<file path="config.mk">
export PLATFORM = sky130hd
export DESIGN_NAME = find_max_stream_flat
export DESIGN_NICKNAME = d
export VERILOG_FILES = /design/src/rtl/find_max_stream_if.sv /design/src/rtl/find_max_stream.sv /design/src/flat_wrapper.sv
export SDC_FILE = /design/constraint.sdc
export NUM_CORES = 2
export LEC_CHECK = 0
export ABC_AREA = 1
export ABC_CLOCK_PERIOD_IN_PS = 4800
export CAP_MARGIN = 20
export CORE_MARGIN = 2
export CORE_UTILIZATION = 40
export DETAILED_ROUTE_END_ITERATION = 6
export PLACE_DENSITY = 0.65
export SLEW_MARGIN = 10
export SYNTH_ARGS = -nofsm -noshare
export SYNTH_HDL_FRONTEND = slang
export SYNTH_SLANG_ARGS = --single-unit
</file>
<file path="constraint.sdc">
create_clock -name clk -period 4.8 [get_ports clk]
set_input_delay 0.96 -clock clk [delete_from_list [all_inputs] [get_ports clk]]
set_output_delay 0.96 -clock clk [all_outputs]
set_load 0.05 [all_outputs]
</file>
<file path="src/rtl/find_max_stream_if.sv">
// Beat-in / window-result bus of the streaming max-finder.
// The producer side (master) drives pipe_en and the beat; the finder (slave) returns window results.
interface find_max_stream_if #(
  parameter int WIDTH      = 6,
  parameter int NUM_INPUTS = 64,
  parameter int BEAT_W     = 4
);
  localparam int LVL   = $clog2(NUM_INPUTS);
  localparam int IDX_W = BEAT_W + LVL;

  logic                        pipe_en;
  logic                        i_valid;
  logic                        i_last;
  logic [WIDTH*NUM_INPUTS-1:0] i_data;
  logic                        o_valid;
  logic [WIDTH-1:0]            o_result;
  logic [IDX_W-1:0]            o_index;
  logic                        o_overflow;

  modport master (
    output pipe_en, i_valid, i_last, i_data,
    input  o_valid, o_result, o_index, o_overflow
  );

  modport slave (
    input  pipe_en, i_valid, i_last, i_data,
    output o_valid, o_result, o_index, o_overflow
  );
endinterface

</file>
<file path="src/rtl/find_max_stream.sv">
// Streaming max/argmax: registered pairwise tree per beat, then a window accumulator
// delimited by i_last. Ties resolve to the lowest lane and then the earliest beat.
module find_max_stream_node #(
  parameter int WIDTH  = 6,
  parameter int IW     = 6,
  parameter int SIGNED = 0
) (
  input  logic             clk,
  input  logic             rst,
  input  logic             en_i,
  input  logic [WIDTH-1:0] a_val_i,
  input  logic [WIDTH-1:0] b_val_i,
  input  logic [IW-1:0]    a_idx_i,
  input  logic [IW-1:0]    b_idx_i,
  output logic [WIDTH-1:0] val_o,
  output logic [IW-1:0]    idx_o
);
  logic             b_gt;
  logic [WIDTH-1:0] val_q;
  logic [IW-1:0]    idx_q;

  // b is the higher lane, so it only wins when strictly greater
  if (SIGNED != 0) begin : g_sgn
    assign b_gt = $signed(b_val_i) > $signed(a_val_i);
  end else begin : g_uns
    assign b_gt = b_val_i > a_val_i;
  end

  always_ff @(posedge clk) begin
    if (rst) begin
      val_q <= '0;
      idx_q <= '0;
    end else if (en_i) begin
      val_q <= b_gt ? b_val_i : a_val_i;
      idx_q <= b_gt ? b_idx_i : a_idx_i;
    end
  end

  assign val_o = val_q;
  assign idx_o = idx_q;
endmodule

module find_max_stream #(
  parameter int WIDTH      = 6,
  parameter int NUM_INPUTS = 64,
  parameter int SIGNED     = 0,
  parameter int BEAT_W     = 4
) (
  input  logic              clk,
  input  logic              rst,
  find_max_stream_if.slave  bus
);
  localparam int LVL   = $clog2(NUM_INPUTS);
  localparam int IDX_W = BEAT_W + LVL;
  localparam logic [BEAT_W-1:0] BEAT_MAX = '1;

  typedef enum logic {IDLE, ACC} state_t;

  logic [NUM_INPUTS-1:0][WIDTH-1:0] lane_q;
  logic [LVL:0]                     vld_pipe_q;
  logic [LVL:0]                     last_pipe_q;
  logic [LVL:0]                     ovf_pipe_q;
  logic [LVL:0][BEAT_W-1:0]         beat_pipe_q;
  logic [BEAT_W-1:0]                beat_cnt_q;
  logic                             sat_q;

  logic [WIDTH-1:0] tv_val [0:LVL][0:NUM_INPUTS-1];
  logic [LVL-1:0]   tv_idx [0:LVL][0:NUM_INPUTS-1];

  state_t           state_q;
  logic [WIDTH-1:0] acc_val_q, tree_val, sel_val_d;
  logic [IDX_W-1:0] acc_idx_q, tree_idx, sel_idx_d;
  logic             ovf_q, sel_ovf_d;
  logic             o_valid_q, o_ovf_q;
  logic [WIDTH-1:0] o_result_q;
  logic [IDX_W-1:0] o_index_q;

  function automatic logic is_gt(input logic [WIDTH-1:0] a, input logic [WIDTH-1:0] b);
    if (SIGNED != 0) return $signed(a) > $signed(b);
    return a > b;
  endfunction

  // Entry stage: lanes, beat tag and per-beat overflow flag travel with the valid bit
  always_ff @(posedge clk) begin
    if (rst) begin
      lane_q      <= '0;
      vld_pipe_q  <= '0;
      last_pipe_q <= '0;
      ovf_pipe_q  <= '0;
      beat_pipe_q <= '0;
      beat_cnt_q  <= '0;
      sat_q       <= 1'b0;
    end else if (bus.pipe_en) begin
      lane_q      <= bus.i_data;
      vld_pipe_q  <= {vld_pipe_q[LVL-1:0], bus.i_valid};
      last_pipe_q <= {last_pipe_q[LVL-1:0], bus.i_valid & bus.i_last};
      ovf_pipe_q  <= {ovf_pipe_q[LVL-1:0], bus.i_valid & sat_q};
      beat_pipe_q <= {beat_pipe_q[LVL-1:0], beat_cnt_q};
      if (bus.i_valid) begin
        if (bus.i_last) begin
          beat_cnt_q <= '0;
          sat_q      <= 1'b0;
        end else if (beat_cnt_q == BEAT_MAX) begin
          sat_q <= 1'b1;
        end else begin
          beat_cnt_q <= beat_cnt_q + 1'b1;
        end
      end
    end
  end

  for (genvar k = 0; k < NUM_INPUTS; k++) begin : g_leaf
    assign tv_val[0][k] = lane_q[k];
    assign tv_idx[0][k] = LVL'(k);
  end

  // Level l holds NUM_INPUTS>>l live nodes; the remaining slots are tied off
  for (genvar l = 1; l <= LVL; l++) begin : g_lvl
    for (genvar n = 0; n < NUM_INPUTS; n++) begin : g_slot
      if (n < (NUM_INPUTS >> l)) begin : g_cmp
        find_max_stream_node #(
          .WIDTH  (WIDTH),
          .IW     (LVL),
          .SIGNED (SIGNED)
        ) u_node (
          .clk     (clk),
          .rst     (rst),
          .en_i    (bus.pipe_en),
          .a_val_i (tv_val[l-1][2*n]),
          .b_val_i (tv_val[l-1][2*n+1]),
          .a_idx_i (tv_idx[l-1][2*n]),
          .b_idx_i (tv_idx[l-1][2*n+1]),
          .val_o   (tv_val[l][n]),
          .idx_o   (tv_idx[l][n])
        );
      end else begin : g_pad
        assign tv_val[l][n] = '0;
        assign tv_idx[l][n] = '0;
      end
    end
  end

  assign tree_val = tv_val[LVL][0];
  assign tree_idx = {beat_pipe_q[LVL], tv_idx[LVL][0]};

  // Accumulator keeps the incumbent on ties, so the earliest beat wins
  always_comb begin
    sel_val_d = acc_val_q;
    sel_idx_d = acc_idx_q;
    sel_ovf_d = ovf_pipe_q[LVL] | ((state_q == ACC) & ovf_q);
    if (state_q == IDLE || is_gt(tree_val, acc_val_q)) begin
      sel_val_d = tree_val;
      sel_idx_d = tree_idx;
    end
  end

  always_ff @(posedge clk) begin
    if (rst) begin
      state_q    <= IDLE;
      acc_val_q  <= '0;
      acc_idx_q  <= '0;
      ovf_q      <= 1'b0;
      o_valid_q  <= 1'b0;
      o_result_q <= '0;
      o_index_q  <= '0;
      o_ovf_q    <= 1'b0;
    end else if (bus.pipe_en) begin
      o_valid_q <= 1'b0;
      if (vld_pipe_q[LVL]) begin
        if (last_pipe_q[LVL]) begin
          o_valid_q  <= 1'b1;
          o_result_q <= sel_val_d;
          o_index_q  <= sel_idx_d;
          o_ovf_q    <= sel_ovf_d;
          ovf_q      <= 1'b0;
          state_q    <= IDLE;
        end else begin
          acc_val_q <= sel_val_d;
          acc_idx_q <= sel_idx_d;
          ovf_q     <= sel_ovf_d;
          state_q   <= ACC;
        end
      end
    end
  end

  assign bus.o_valid    = o_valid_q;
  assign bus.o_result   = o_result_q;
  assign bus.o_index    = o_index_q;
  assign bus.o_overflow = o_ovf_q;
endmodule

</file>
<file path="src/flat_wrapper.sv">
// flat-port wrapper written by rule: the top's interface ports become plain ports
module find_max_stream_flat 
#(
  parameter int WIDTH      = 6,
  parameter int NUM_INPUTS = 64,
  parameter int SIGNED     = 0,
  parameter int BEAT_W     = 4
)
  (clk, rst, bus_pipe_en, bus_i_valid, bus_i_last, bus_i_data, bus_o_valid, bus_o_result, bus_o_index, bus_o_overflow);
  find_max_stream_if #(.WIDTH(WIDTH), .NUM_INPUTS(NUM_INPUTS), .BEAT_W(BEAT_W)) bus_i ();
  input  logic clk;
  input  logic rst;
  input wire logic [$bits(bus_i.pipe_en)-1:0] bus_pipe_en;
  input wire logic [$bits(bus_i.i_valid)-1:0] bus_i_valid;
  input wire logic [$bits(bus_i.i_last)-1:0] bus_i_last;
  input wire logic [$bits(bus_i.i_data)-1:0] bus_i_data;
  output wire logic [$bits(bus_i.o_valid)-1:0] bus_o_valid;
  output wire logic [$bits(bus_i.o_result)-1:0] bus_o_result;
  output wire logic [$bits(bus_i.o_index)-1:0] bus_o_index;
  output wire logic [$bits(bus_i.o_overflow)-1:0] bus_o_overflow;
  assign bus_i.pipe_en = bus_pipe_en;
  assign bus_i.i_valid = bus_i_valid;
  assign bus_i.i_last = bus_i_last;
  assign bus_i.i_data = bus_i_data;
  assign bus_o_valid = bus_i.o_valid;
  assign bus_o_result = bus_i.o_result;
  assign bus_o_index = bus_i.o_index;
  assign bus_o_overflow = bus_i.o_overflow;
  find_max_stream #(.WIDTH(WIDTH), .NUM_INPUTS(NUM_INPUTS), .SIGNED(SIGNED), .BEAT_W(BEAT_W)) u_core (.clk(clk), .rst(rst), .bus(bus_i));
endmodule
</file>
==> results_dict.tcl <==
set metrics [dict create \
    startpoint_type "register" \
    status "finished clean" \
    slew_viol_final 0 \
    dr_total_vias 46200 \
    first_iter_violations 2888 \
    synth_seq_cells 999 \
    worst-slew-pin-transition_ps 954 \
    syn_to_final_growth_pct 17.0 \
    detail_route.first_pass.iterations 6 \
    postRouteAntennaNets 0 \
    antenna_found_initial 2 \
    setup_violations 0 \
    avgSynthCellArea_um2 6.89 \
    clkTransAtPathRegs_ps 60 \
    overflow 0 \
    cts-root-buf "clkbuf_16" \
    design.die.area_mm2 0.130 \
    critPathMaxStageDelay_ps 920 \
    synthTopCellsByCount "nand2_1 (1285), nor2_1 (1075), nand3_1 (1058)" \
    die_height_um 360 \
    insertion_delay_ps 710 \
    ctsResizeCount 0 \
    end_kind "output pin" \
    yosysMostFrequentCell "nand2_1" \
    ys_types 28 \
    multi_input_area_mm2 0.0253 \
    grt_pass1_vias 43600 \
    grtUsageTotal 0.198 \
    initial_core_util 0.403 \
    ys.flop_type "dfxtp_1" \
    place_congestion 0.855 \
    post_cts_buffers 0 \
    grt_max_degree 188 \
    design_area_mm2 0.0593 \
    finish.utilization 0.472 \
    critical_path_class "register to output pin" \
    crit_buf_inv 1 \
    post-route-period-util 0.619 \
    cp_slowest_cell "clkdlybuf4s50_1" \
    max-vdd-ir-drop_mv 0.299 \
    seq_area_mm2 0.0200 \
    place_area_mm2 0.0557 \
    rows 130 \
    dieWidth_um 360 \
    yosysSeqAreaShare 0.395 \
    fmax_ghz 0.336 \
    p_leak_uw 0.0289 \
    cts_buffers 109 \
    core_area_mm2 0.126 \
    port_buffers 406 \
    dp_cells 9097 \
    synth_fp_nets 8129 \
    drive_gt1_frac 0.0302 \
    ios 407 \
    period_minus_slack_ps 2970 \
    path_cells "clkdlybuf4s50_1" \
    cts_num_sinks 999 \
    fin_nets 8332 \
    yosysTopAreaCellShare 0.395 \
    rsz0062_at_grt "false" \
    netlist_instances 7355 \
    antenna_cells 0 \
    final.setup.tns_ps 0 \
    fin_skew_ps 28.9 \
    maxSlewHeadroom 0.364 \
    wl_um 132000 \
    dpl.hpwl_um 91000 \
    final_cells 9296 \
    vias_per_cell 4.97 \
    critPathTopFamily "buffers and inverters" \
    holdBufCountCts 0 \
    yosys_warnings 0 \
    holdWs_ps 446 \
    drc 0 \
    htreeDepth 3 \
    async_flop_share 0 \
    grt_pass1_wl_um 217000 \
    synth_top_area_cell "dfxtp_1" \
    timing_hold_violations_final 0 \
    synth_top_cells_by_area "dfxtp_1 (39%), nand3_1 (10%), nand2_1 (9.5%)" \
    wl_per_cell_um 14.2 \
    hp-class "register to register" \
    netlist_area_mm2 0.0507 \
    cap_violations 0 \
    required_ps 3840 \
    synth-edff-count 0 \
    powerDensity_mw_per_mm2 375 \
    cp_max_fo 2 \
    clock_path_buffers 3 \
    tritoncts "done" \
    arrival_ps 2010 \
    n_fill_cell 12700 \
]
## cell usage in the layout, fill, tap and decap left out
master / n
inv_6: 2
dfxtp_1: 999
nor2_1: 1075
clkdlybuf4s50_1: 404
inv_2: 2
clkinv_8: 2
o21ai_1: 1
clkbuf_8: 31
buf_8: 2
ha_1: 385
nor2_2: 1
nand3_1: 1058
a21oi_1: 546
nand2_2: 6
clkbuf_16: 111
a2bb2oi_1: 1
xor2_1: 1
buf_12: 15
nand3b_1: 3
clkbuf_1: 29
inv_8: 2
nand2_4: 1
nand2_1: 1285
clkinv_2: 14
nor3_1: 7
bufinv_16: 7
inv_1: 990
and3_1: 1
nand3_2: 13
nor2_4: 1
o21bai_1: 71
buf_4: 18
nand4_1: 20
clkinvlp_4: 3
o21ai_0: 539
## cells by family after synthesis
kind of cell             after synthesis  synth area share
flip-flops                           999             0.395
AO/OA/AOI/OAI                       1158             0.118
XOR/XNOR                               1          0.000173
buffers and inverters               1341             0.106
adder cells (fa/ha/maj)              385            0.0950
AND/OR/NAND/NOR                     3471             0.287
## flip-flops by register name, summed over array words and instances (netlist names)
name,count
u_core.ovf_q,1
u_core.bus.o_index,10
u_core.acc_val_q,6
u_core.g_lvl.g_slot.g_cmp.u_node.idx_o,147
u_core.beat_pipe_q,28
u_core.last_pipe_q,7
u_core.vld_pipe_q,7
u_core.acc_idx_q,10
u_core.bus.o_valid,1
u_core.lane_q,384
u_core.sat_q,1
u_core.g_lvl.g_slot.g_cmp.u_node.val_o,378
u_core.beat_cnt_q,4
u_core.ovf_pipe_q,7
u_core.state_q,1
u_core.bus.o_result,6
u_core.bus.o_overflow,1
## per-layer routing
| metal | wire length (um) | GRT usage | part of all wire | vias up |
|---|---|---|---|---|
| li1 | - | - | - | 24100 |
| met1 | 61500 | 0.262 | 0.47 | 21100 |
| met2 | 62600 | 0.339 | 0.48 | 755 |
| met3 | 4610 | 0.0227 | 0.035 | 200 |
| met4 | 2970 | 0.0569 | 0.023 | 0 |
| met5 | 0 | 0 | 0 | - |
## power breakdown
part | switching [uW] | total (uW) | internal (uW)
sequential | 470 | 9400 | 8930
combinational | 2760 | 4320 | 1570
clock | 3470 | 8560 | 5080
## per-stage QoR
step	total power (uW)	setup slack [ps]
after floorplan	12600	2870
after CTS	22500	1790
after global routing	23600	1790
after global placement	13800	1750
final	22300	1830
after detailed placement	13900	1640
## path summary, 6_finish.rpt
| path | from | to | slack, ps | cells after the start |
|---|---|---|---|---|
| worst min register to register | u_core.beat_pipe_q[25] | u_core.beat_pipe_q[25] | 450 | 2 |
| worst min-delay path | u_core.beat_pipe_q[25] | u_core.beat_pipe_q[25] | 450 | 2 |
| worst max-delay path | u_core.bus.o_valid | bus_o_valid | 1830 | 1 |
| worst max register to register | u_core.g_lvl[3].g_slot[6].g_cmp.u_node.val_o[5] | u_core.g_lvl[4].g_slot[3].g_cmp.u_node.idx_o[1] | 2600 | 11 |
## final cells by class
| cell class | instances | share of cell area |
|---|---|---|
| Clock buffer | 171 | 0.0558 |
| Clock inverter | 28 | 0.00595 |
| Inverter | 994 | 0.0631 |
| Multi-Input combinational cell | 5015 | 0.427 |
| Sequential cell | 999 | 0.337 |
| Tap cell | 1650 | 0.0348 |
| Timing Repair Buffer | 439 | 0.0760 |
Power figures use the tool's default switching activity.
